<file path="config.mk">
export PLATFORM = sky130hd
export DESIGN_NAME = ser_frame_rx
export DESIGN_NICKNAME = d
export VERILOG_FILES = /design/src/rtl/ser_frame_pkg.sv /design/src/rtl/ser_frame_rx.sv
export SDC_FILE = /design/constraint.sdc
export NUM_CORES = 1
export LEC_CHECK = 0
export ABC_AREA = 1
export ABC_CLOCK_PERIOD_IN_PS = 1300
export CAP_MARGIN = 20
export CORE_ASPECT_RATIO = 1.25
export CORE_MARGIN = 5
export CORE_UTILIZATION = 25
export CTS_BUF_LIST = sky130_fd_sc_hd__clkbuf_4
export CTS_CLUSTER_DIAMETER = 30
export DETAILED_ROUTE_END_ITERATION = 10
export PLACE_DENSITY = 0.45
export REMOVE_ABC_BUFFERS = 1
export SYNTH_ARGS = -nofsm -noshare
export SYNTH_HDL_FRONTEND = slang
export SYNTH_SLANG_ARGS = --single-unit
</file>
<file path="constraint.sdc">
create_clock -name clk -period 1.3 [get_ports clk]
set_input_delay 0.39 -clock clk [delete_from_list [all_inputs] [get_ports clk]]
set_output_delay 0.39 -clock clk [all_outputs]
set_load 0.005 [all_outputs]
</file>
<file path="src/rtl/ser_frame_pkg.sv">
// Shared definitions for the serial frame receiver.
// Latency: n/a (types and constants only).
// Backpressure: n/a.
package ser_frame_pkg;

  // Receiver FSM encoding
  typedef enum logic [1:0] {
    IDLE   = 2'd0,
    DATA   = 2'd1,
    PARITY = 2'd2,
    STOP   = 2'd3
  } rx_state_t;

  // Line levels that frame each word
  localparam logic START_BIT = 1'b1;
  localparam logic STOP_BIT  = 1'b0;

endpackage

</file>
<file path="src/rtl/ser_frame_rx.sv">
// Serial frame receiver: start, DATA_W bits LSB first, optional even parity, stop.
// Latency: word is presented the cycle after the stop-bit sample.
// Backpressure: one-word holding register; a frame completing while it is full and not being accepted is dropped (ovr_err).
module ser_frame_rx
  import ser_frame_pkg::*;
#(
  parameter int DATA_W    = 8,
  parameter bit PARITY_EN = 1'b1
) (
  input  logic              clk,
  input  logic              rst,
  input  logic              ser_in,
  input  logic              ser_vld,
  output logic [DATA_W-1:0] data_out,
  output logic              data_vld,
  input  logic              data_rdy,
  output logic              par_err,
  output logic              frm_err,
  output logic              ovr_err
);

  localparam int CNT_W = $clog2(DATA_W);
  localparam logic [CNT_W-1:0] LAST_BIT = CNT_W'(DATA_W - 1);

  rx_state_t         state;
  rx_state_t         state_nxt;
  logic [CNT_W-1:0]  bit_cnt;
  logic [DATA_W-1:0] word;
  logic              par_pend;
  logic              frame_done;
  logic              frame_bad;

  // State register
  always_ff @(posedge clk) begin
    if (rst) state <= IDLE;
    else     state <= state_nxt;
  end

  // Next state and end-of-frame decode; only a valid sample advances the FSM
  always_comb begin
    state_nxt  = state;
    frame_done = 1'b0;
    frame_bad  = 1'b0;
    if (ser_vld) begin
      case (state)
        IDLE: begin
          if (ser_in == START_BIT) state_nxt = DATA;
        end
        DATA: begin
          if (bit_cnt == LAST_BIT) begin
            if (PARITY_EN) state_nxt = PARITY;
            else           state_nxt = STOP;
          end
        end
        PARITY: begin
          state_nxt = STOP;
        end
        STOP: begin
          // A bad stop bit returns to IDLE without being reused as a start bit
          state_nxt = IDLE;
          if (ser_in == STOP_BIT) frame_done = 1'b1;
          else                    frame_bad  = 1'b1;
        end
        default: state_nxt = IDLE;
      endcase
    end
  end

  // Bit counter, word assembly and parity check; counter saturates at the last bit
  always_ff @(posedge clk) begin
    if (rst) begin
      bit_cnt  <= '0;
      word     <= '0;
      par_pend <= 1'b0;
    end else if (ser_vld) begin
      case (state)
        IDLE: begin
          bit_cnt  <= '0;
          par_pend <= 1'b0;
        end
        DATA: begin
          word[bit_cnt] <= ser_in;
          if (bit_cnt != LAST_BIT) bit_cnt <= bit_cnt + CNT_W'(1);
        end
        PARITY: begin
          // Even parity: the received bit must equal the XOR of the data bits
          par_pend <= ser_in ^ (^word);
        end
        default: ;
      endcase
    end
  end

  // Holding register with valid/ready handshake and error pulses
  always_ff @(posedge clk) begin
    if (rst) begin
      data_out <= '0;
      data_vld <= 1'b0;
      par_err  <= 1'b0;
      frm_err  <= 1'b0;
      ovr_err  <= 1'b0;
    end else begin
      frm_err <= frame_bad;
      ovr_err <= 1'b0;
      if (frame_done && (!data_vld || data_rdy)) begin
        // Empty, or the held word leaves this same cycle: load the new one
        data_out <= word;
        par_err  <= par_pend;
        data_vld <= 1'b1;
      end else begin
        if (frame_done)           ovr_err  <= 1'b1;
        if (data_vld && data_rdy) data_vld <= 1'b0;
      end
    end
  end

endmodule

</file>
==> results.toml, run 1 <==
[clocking]
clock_latency_ns = 0.33
cts_tree = "yes"
cts_buffers = 3
clk_root_buffer_cell = "clkbuf_4"
path_clk_slew_ns = 0.14
hold_buffers = 0
cts_max_level = 1
clockBufferDepth = 2
cts_sinks = 26

[final_layout]
nets = 208
drive_above_1_share_pct = 43.88
multi_input_area_um2 = 738.2
layout_common_cells = "25 x nand2_1, 18 x buf_4, 17 x dfxtp_2, 15 x nor2_1, 14 x a21oi_1"
n_antenna_cell = 0
seqCellArea_um2 = 549.3
fillers = 486
final_common_cell = "nand2_1"
area_growth_pct = 46.32

[sta]
skew_ns = 0.008638
fin_setup_tns_ns = -0.02360
setup_slack_ns = -0.01859
grt_setup_unrepaired = "yes"
timing.final.crit_period_ns = 1.319
slew_headroom_pct = 76.25
report.final.slew_viol_count = 0
fmax_ghz = 0.7584
setup_violations = 2
tightestPinTransition_ns = 0.3547
period_share_pct = 101.4
hold_viol_final = 0

[placement]
gp_congestion = 0.7739
dp_slack_ns = -0.4441
io_buffers = 16
hpwlAfterDp_mm = 2.136

[status]
violations = "setup timing"
status = "complete, but fails checks"

[worst_setup_path]
crit_fanout = 7
reg2reg_from = "state[1]"
arrival_ns = 1.55
r2r_end = "data_out[4]"
worstPathRequired_ns = 1.53
reg2reg_slack_ns = -0.02
start_kind = "flip-flop"
cp-end-kind = "flip-flop"
r2r_cells = 8
path_class = "reg2reg"

[power_and_ir_drop]
p_per_area_mw_per_mm2 = 1026
power.total_mw = 1.837
vdd_ir_drop_max_mv = 0.4096
p_leak_nw = 0.7610

[logic_synthesis]
synth_top_area_share_pct = 42.54
synth_cell_types = 23
synth_area_leaders = "dfxtp_1 43%, nand2_1 9.2%, a21oi_1 7.0%, ha_1 6.1%, inv_1 5.2%"
yosysSeqAreaShare_pct = 42.54
synthCells = 158
synth-xor-area-share_pct = 2.863
synth_top_family_by_area = "simple AND/OR/NAND/NOR gates"
ys_ff_latch = 26
synthesis.area_mm2 = 0.001224
synth_fa_ha_area_share_pct = 6.135
avgSynthCellArea_um2 = 7.745
synthMuxAreaShare_pct = 0
yosys_warnings = 0
synth_top_area_cell = "dfxtp_1"
synthSimpleGateAreaFrac_pct = 20.76
synth_compound_area_share_pct = 20.04

[routing]
firstDrtPassIters = 4
ant_nets = 0
wire_per_inst_um = 11.37
routed_wirelength_mm = 2.911
routed-via-count = 1172
drt_iter0_drc = 51
via_per_inst = 4.578
drc = 0

[floorplanning]
start_util_pct = 25.87
die_w_um = 72.58
core_area_mm2 = 0.004730
placementRows = 28
die_h_um = 88.22
io_pins = 17
die_area_mm2 = 0.006403

[grt]
grt_pass1_wl_mm = 4.843
overflow = 0
grt_max_degree = 16
grt.total_usage_pct = 9.679
grt_pass1_vias = 1089
grt_antenna_before_repair = 0

[worst_hold_path]
hold_start = "par_pend"
hold_depth = 2
hp-class = "reg2reg"
worstHoldEndpoint = "par_pend"

[flow_run]
maxCapViolCount = 0
## worst max-delay path by stage
stage | startpoint | slack, ns | endpoint | cells after the start
6_report | state[1] | -0.02 | data_out[4] | 8
5_1_grt | state[1] | -0.12 | data_out[1] | 8
4_1_cts | state[1] | -0.006 | word[4] | 7
3_5_place_dp | ser_vld | -0.44 | data_out[1] | 8
3_3_place_gp | ser_vld | -0.40 | word[4] | 6
2_1_floorplan | bit_cnt[0] | -0.01 | bit_cnt[1] | 7
## what timing repair did
| action | in CTS | in global routing |
|---|---|---|
| endpoints found under the setup margin | 32 | 34 |
| gates resized for setup | 75 | 25 |
| setup buffers | 3 | 4 |
| pin swaps | 9 | 7 |
## state kept, by name (all words and copies together) (netlist names)
signal,count
bit_cnt,3
data_out,8
data_vld,1
frm_err,1
ovr_err,1
par_err,1
par_pend,1
state,2
word,8
## report_power, final
part	switching [mW]	leakage, nW	internal (mW)
Combinational	0.209	0.513	0.191
Clock	0.255	0.0279	0.312
Sequential	0.0370	0.220	0.833
## cell families after synthesis
group / count (synthesis)
AO/OA/AOI/OAI: 41
buffers and inverters: 23
flip-flops: 26
adder cells (fa/ha/maj): 6
XOR/XNOR: 4
AND/OR/NAND/NOR: 58
## stage by stage
step                hold WS [ns]  std cells  util, %  area [um2]
finish                    0.5013        256    37.86        1790
global route              0.5053        256    37.86        1790
detailed placement        0.4861        245    33.02        1562
floorplan                 0.4379        154        -        1201
CTS                       0.5008        252    37.30        1764
global placement          0.4792        245    33.02        1562
## worst max-delay path, cell delays in order, from the launching register on
cell,delay [ns]
dfxtp_4,0.41
ha_4,0.14
nand2_4,0.06
nor2_4,0.10
inv_2,0.05
nor2_4,0.17
buf_4,0.16
buf_6,0.09
a21oi_1,0.05
## per-layer routing
metal | GRT usage, % | routed length, um
met1 | 9.952 | 1149
met5 | 0 | 0
met4 | 5.034 | 49
met3 | 0.6818 | 88
met2 | 19.13 | 1624
## synthesized netlist by cell type
cell type,number
inv_1,17
nor2_4,3
a21oi_1,17
o21ai_1,4
o21ai_0,8
clkinv_1,1
o211ai_1,1
o21ai_2,1
xnor2_1,2
a311oi_1,7
buf_6,1
xor2_1,2
nand3_1,4
nor2_2,1
dfxtp_1,26
nor3_1,3
nand2_2,1
nand2_1,30
inv_2,1
nor2_1,16
clkbuf_1,3
a211oi_1,3
ha_1,6
## area by class of cell
type | count | area share, %
clock buffer | 3 | 1.258
clock inverter | 1 | 1.677
inverter | 19 | 4.123
multi-input combinational | 109 | 41.23
sequential | 26 | 30.68
tap | 60 | 4.193
timing repair buffer | 38 | 16.84
Note: power is estimated with default switching activity, not from simulation.
==> run 2, diff against run 1 <==
TNS_END_PERCENT = 5   (was default)
==> run 2 against run 1 <==
Effect of this change: the flow still finishes with violations (setup timing); critical path type unchanged; clock skew rose by 0.0020 ns; combinational power is 8.2% lower; register-to-register slack worse by 0.03 ns; highest routed layer unchanged; wire length fell by 1.4%; final area fell by 2.2%; final cell count increased by 0.39%; sequential share of layout area up 0.42 points.
==> results.toml, run 2 (synthesized netlist as in run 1, its figures left out) <==
[sta]
setup_slack_ns = -0.04542
fmax_ghz = 0.7433
skew_ns = 0.01064
hold_ws_ns = 0.3977
grt_setup_unrepaired = "yes"
period_share_pct = 103.5
slew_headroom_pct = 78.95
timing.final.crit_period_ns = 1.345
hold_viol_final = 0
report.final.slew_viol_count = 0
setup_violations = 10
tightestPinTransition_ns = 0.3146

[grt]
grt_pass1_vias = 1039
overflow = 0
grt_antenna_before_repair = 0
grt.total_usage_pct = 9.116
grt_pass1_wl_mm = 4.560
grt_max_degree = 16

[worst_setup_path]
crit_chain = "ha_4, nand2_4, nor2_4, inv_2, nor2_4, buf_4, o21ai_0, a21oi_1"
crit_fanout = 7
slowest_stage = "dfxtp_4"
cp-end-kind = "flip-flop"
worstPathRequired_ns = 1.58
cpLargestDelayFamily = "flip-flops"
cp_num_buf_inv = 2
slowest_delay_ns = 0.40
path_common_cell = "nor2_4"
start_kind = "flip-flop"
path_class = "reg2reg"
arrival_ns = 1.62

[power_and_ir_drop]
p_int_mw = 1.317
power.share.sequential_pct = 48.0
vdd_ir_drop_max_mv = 0.3935
switching_power_mw = 0.4781
clockPowerShare_pct = 31.5
p_sw_share_pct = 26.63
p_leak_nw = 0.7722
combPwrFrac_pct = 20.5
p_per_area_mw_per_mm2 = 1026

[flow_run]
maxCapViolCount = 0

[floorplanning]
die_area_mm2 = 0.006403
io_pins = 17
start_util_pct = 25.87
core_area_mm2 = 0.004730
placementRows = 28
die_w_um = 72.58
die_h_um = 88.22

[clocking]
cts_buffers = 3
hold_buffers = 0
clockBufferDepth = 2
cts_sinks = 26
clock_latency_ns = 0.33
cts_max_level = 1
clk_root_buffer_cell = "clkbuf_4"
cts_tree = "yes"
path_clk_slew_ns = 0.15

[routing]
routed-via-count = 1160
wire_per_inst_um = 11.16
drc = 0
ant_nets = 0
drt_iter0_drc = 41
via_per_inst = 4.514
routed_wirelength_mm = 2.869
firstDrtPassIters = 4

[status]
status = "complete, but fails checks"
violations = "setup timing"

[final_layout]
area_growth_pct = 43.05
fillers = 501
design_area_mm2 = 0.001750
nets = 209
final_common_cell = "nand2_1"
layout_common_cells = "27 x nand2_1, 20 x buf_4, 16 x nor2_1, 15 x a21oi_1, 14 x inv_1"
reg_top3 = "data_out x8, word x8, bit_cnt x3"
n_antenna_cell = 0
drive_above_1_share_pct = 39.09

[placement]
io_buffers = 16
hpwlAfterDp_mm = 2.136
gp_congestion = 0.7739
place_area_mm2 = 0.001562
dp_slack_ns = -0.4441

[worst_hold_path]
hp-class = "in2reg"
==> run 2: cell types whose count changed in the layout (fill, tap and decap cells not counted), sizes merged <==
cell           delta
clkdlybuf4s15     -1
dlymetal6s2s      +2
dlygate4sd2       -2
buf               +1
clkbuf            +1
==> run 2: worst min-delay path: stages <==
cell	delay, ns
dlymetal6s2s_1	0.15
nor2_4	0.05
inv_2	0.06
nor3_1	0.05
==> run 2: cell type report <==
class / count / area [um2] / share of cell area, %
clock buffer: 3 / 22.52 / 1.287
tap: 60 / 75.07 / 4.289
sequential: 26 / 544.3 / 31.09
inverter: 19 / 71.32 / 4.074
clock inverter: 1 / 30.03 / 1.716
multi-input combinational: 109 / 699.4 / 39.96
timing repair buffer: 39 / 307.8 / 17.58
==> run 2: per-layer routing <==
metal	wire, um	GRT usage [%]	up-vias
met5	0	0	-
met4	49	5.034	0
met3	76	0.6818	4
met2	1555	17.73	15
met1	1188	9.468	539
li1	-	-	602
==> run 2: power by group through the flow <==
stage / Clock, mW / Sequential, mW / Combinational [mW]
2_1_floorplan: 0 / 0.870 / 0.152
3_3_place_gp: 0 / 0.866 / 0.289
3_5_place_dp: 0 / 0.869 / 0.294
4_1_cts: 0.587 / 0.853 / 0.302
5_1_grt: 0.615 / 0.866 / 0.412
6_report: 0.566 / 0.861 / 0.368
==> run 2: path summary, 6_finish.rpt <==
path,slack (ns),startpoint,depth (start not counted),to
max reg2reg,-0.05,state[0],8,data_out[6]
min,0.40,ser_in,4,ovr_err
min reg2reg,0.51,par_pend,2,par_pend
max,-0.05,state[0],8,data_out[6]
==> run 2: repair_timing <==
item	CTS	global route
gates resized for setup	42	41
cloned	0	0
endpoints found under the setup margin	32	35
buffers inserted	1	7
pin swaps	1	8
==> run 2: metrics by stage <==
step                      setup TNS [ns]  instances  total power, mW  utilization, %
after floorplan                 -0.02683        154            1.021               -
after global placement            -8.030        245            1.155           33.02
after detailed placement          -8.715        245            1.163           33.02
after CTS                         -1.021        250            1.743           34.81
after global routing              -1.710        257            1.893           37.01
final                            -0.3418        257            1.795           37.01
==> run 3, diff against run 2 <==
CAP_MARGIN = 15   (was 20)
==> results of run 3 <==
No change in the layout: final DEF, timing and power equal those of run 2.
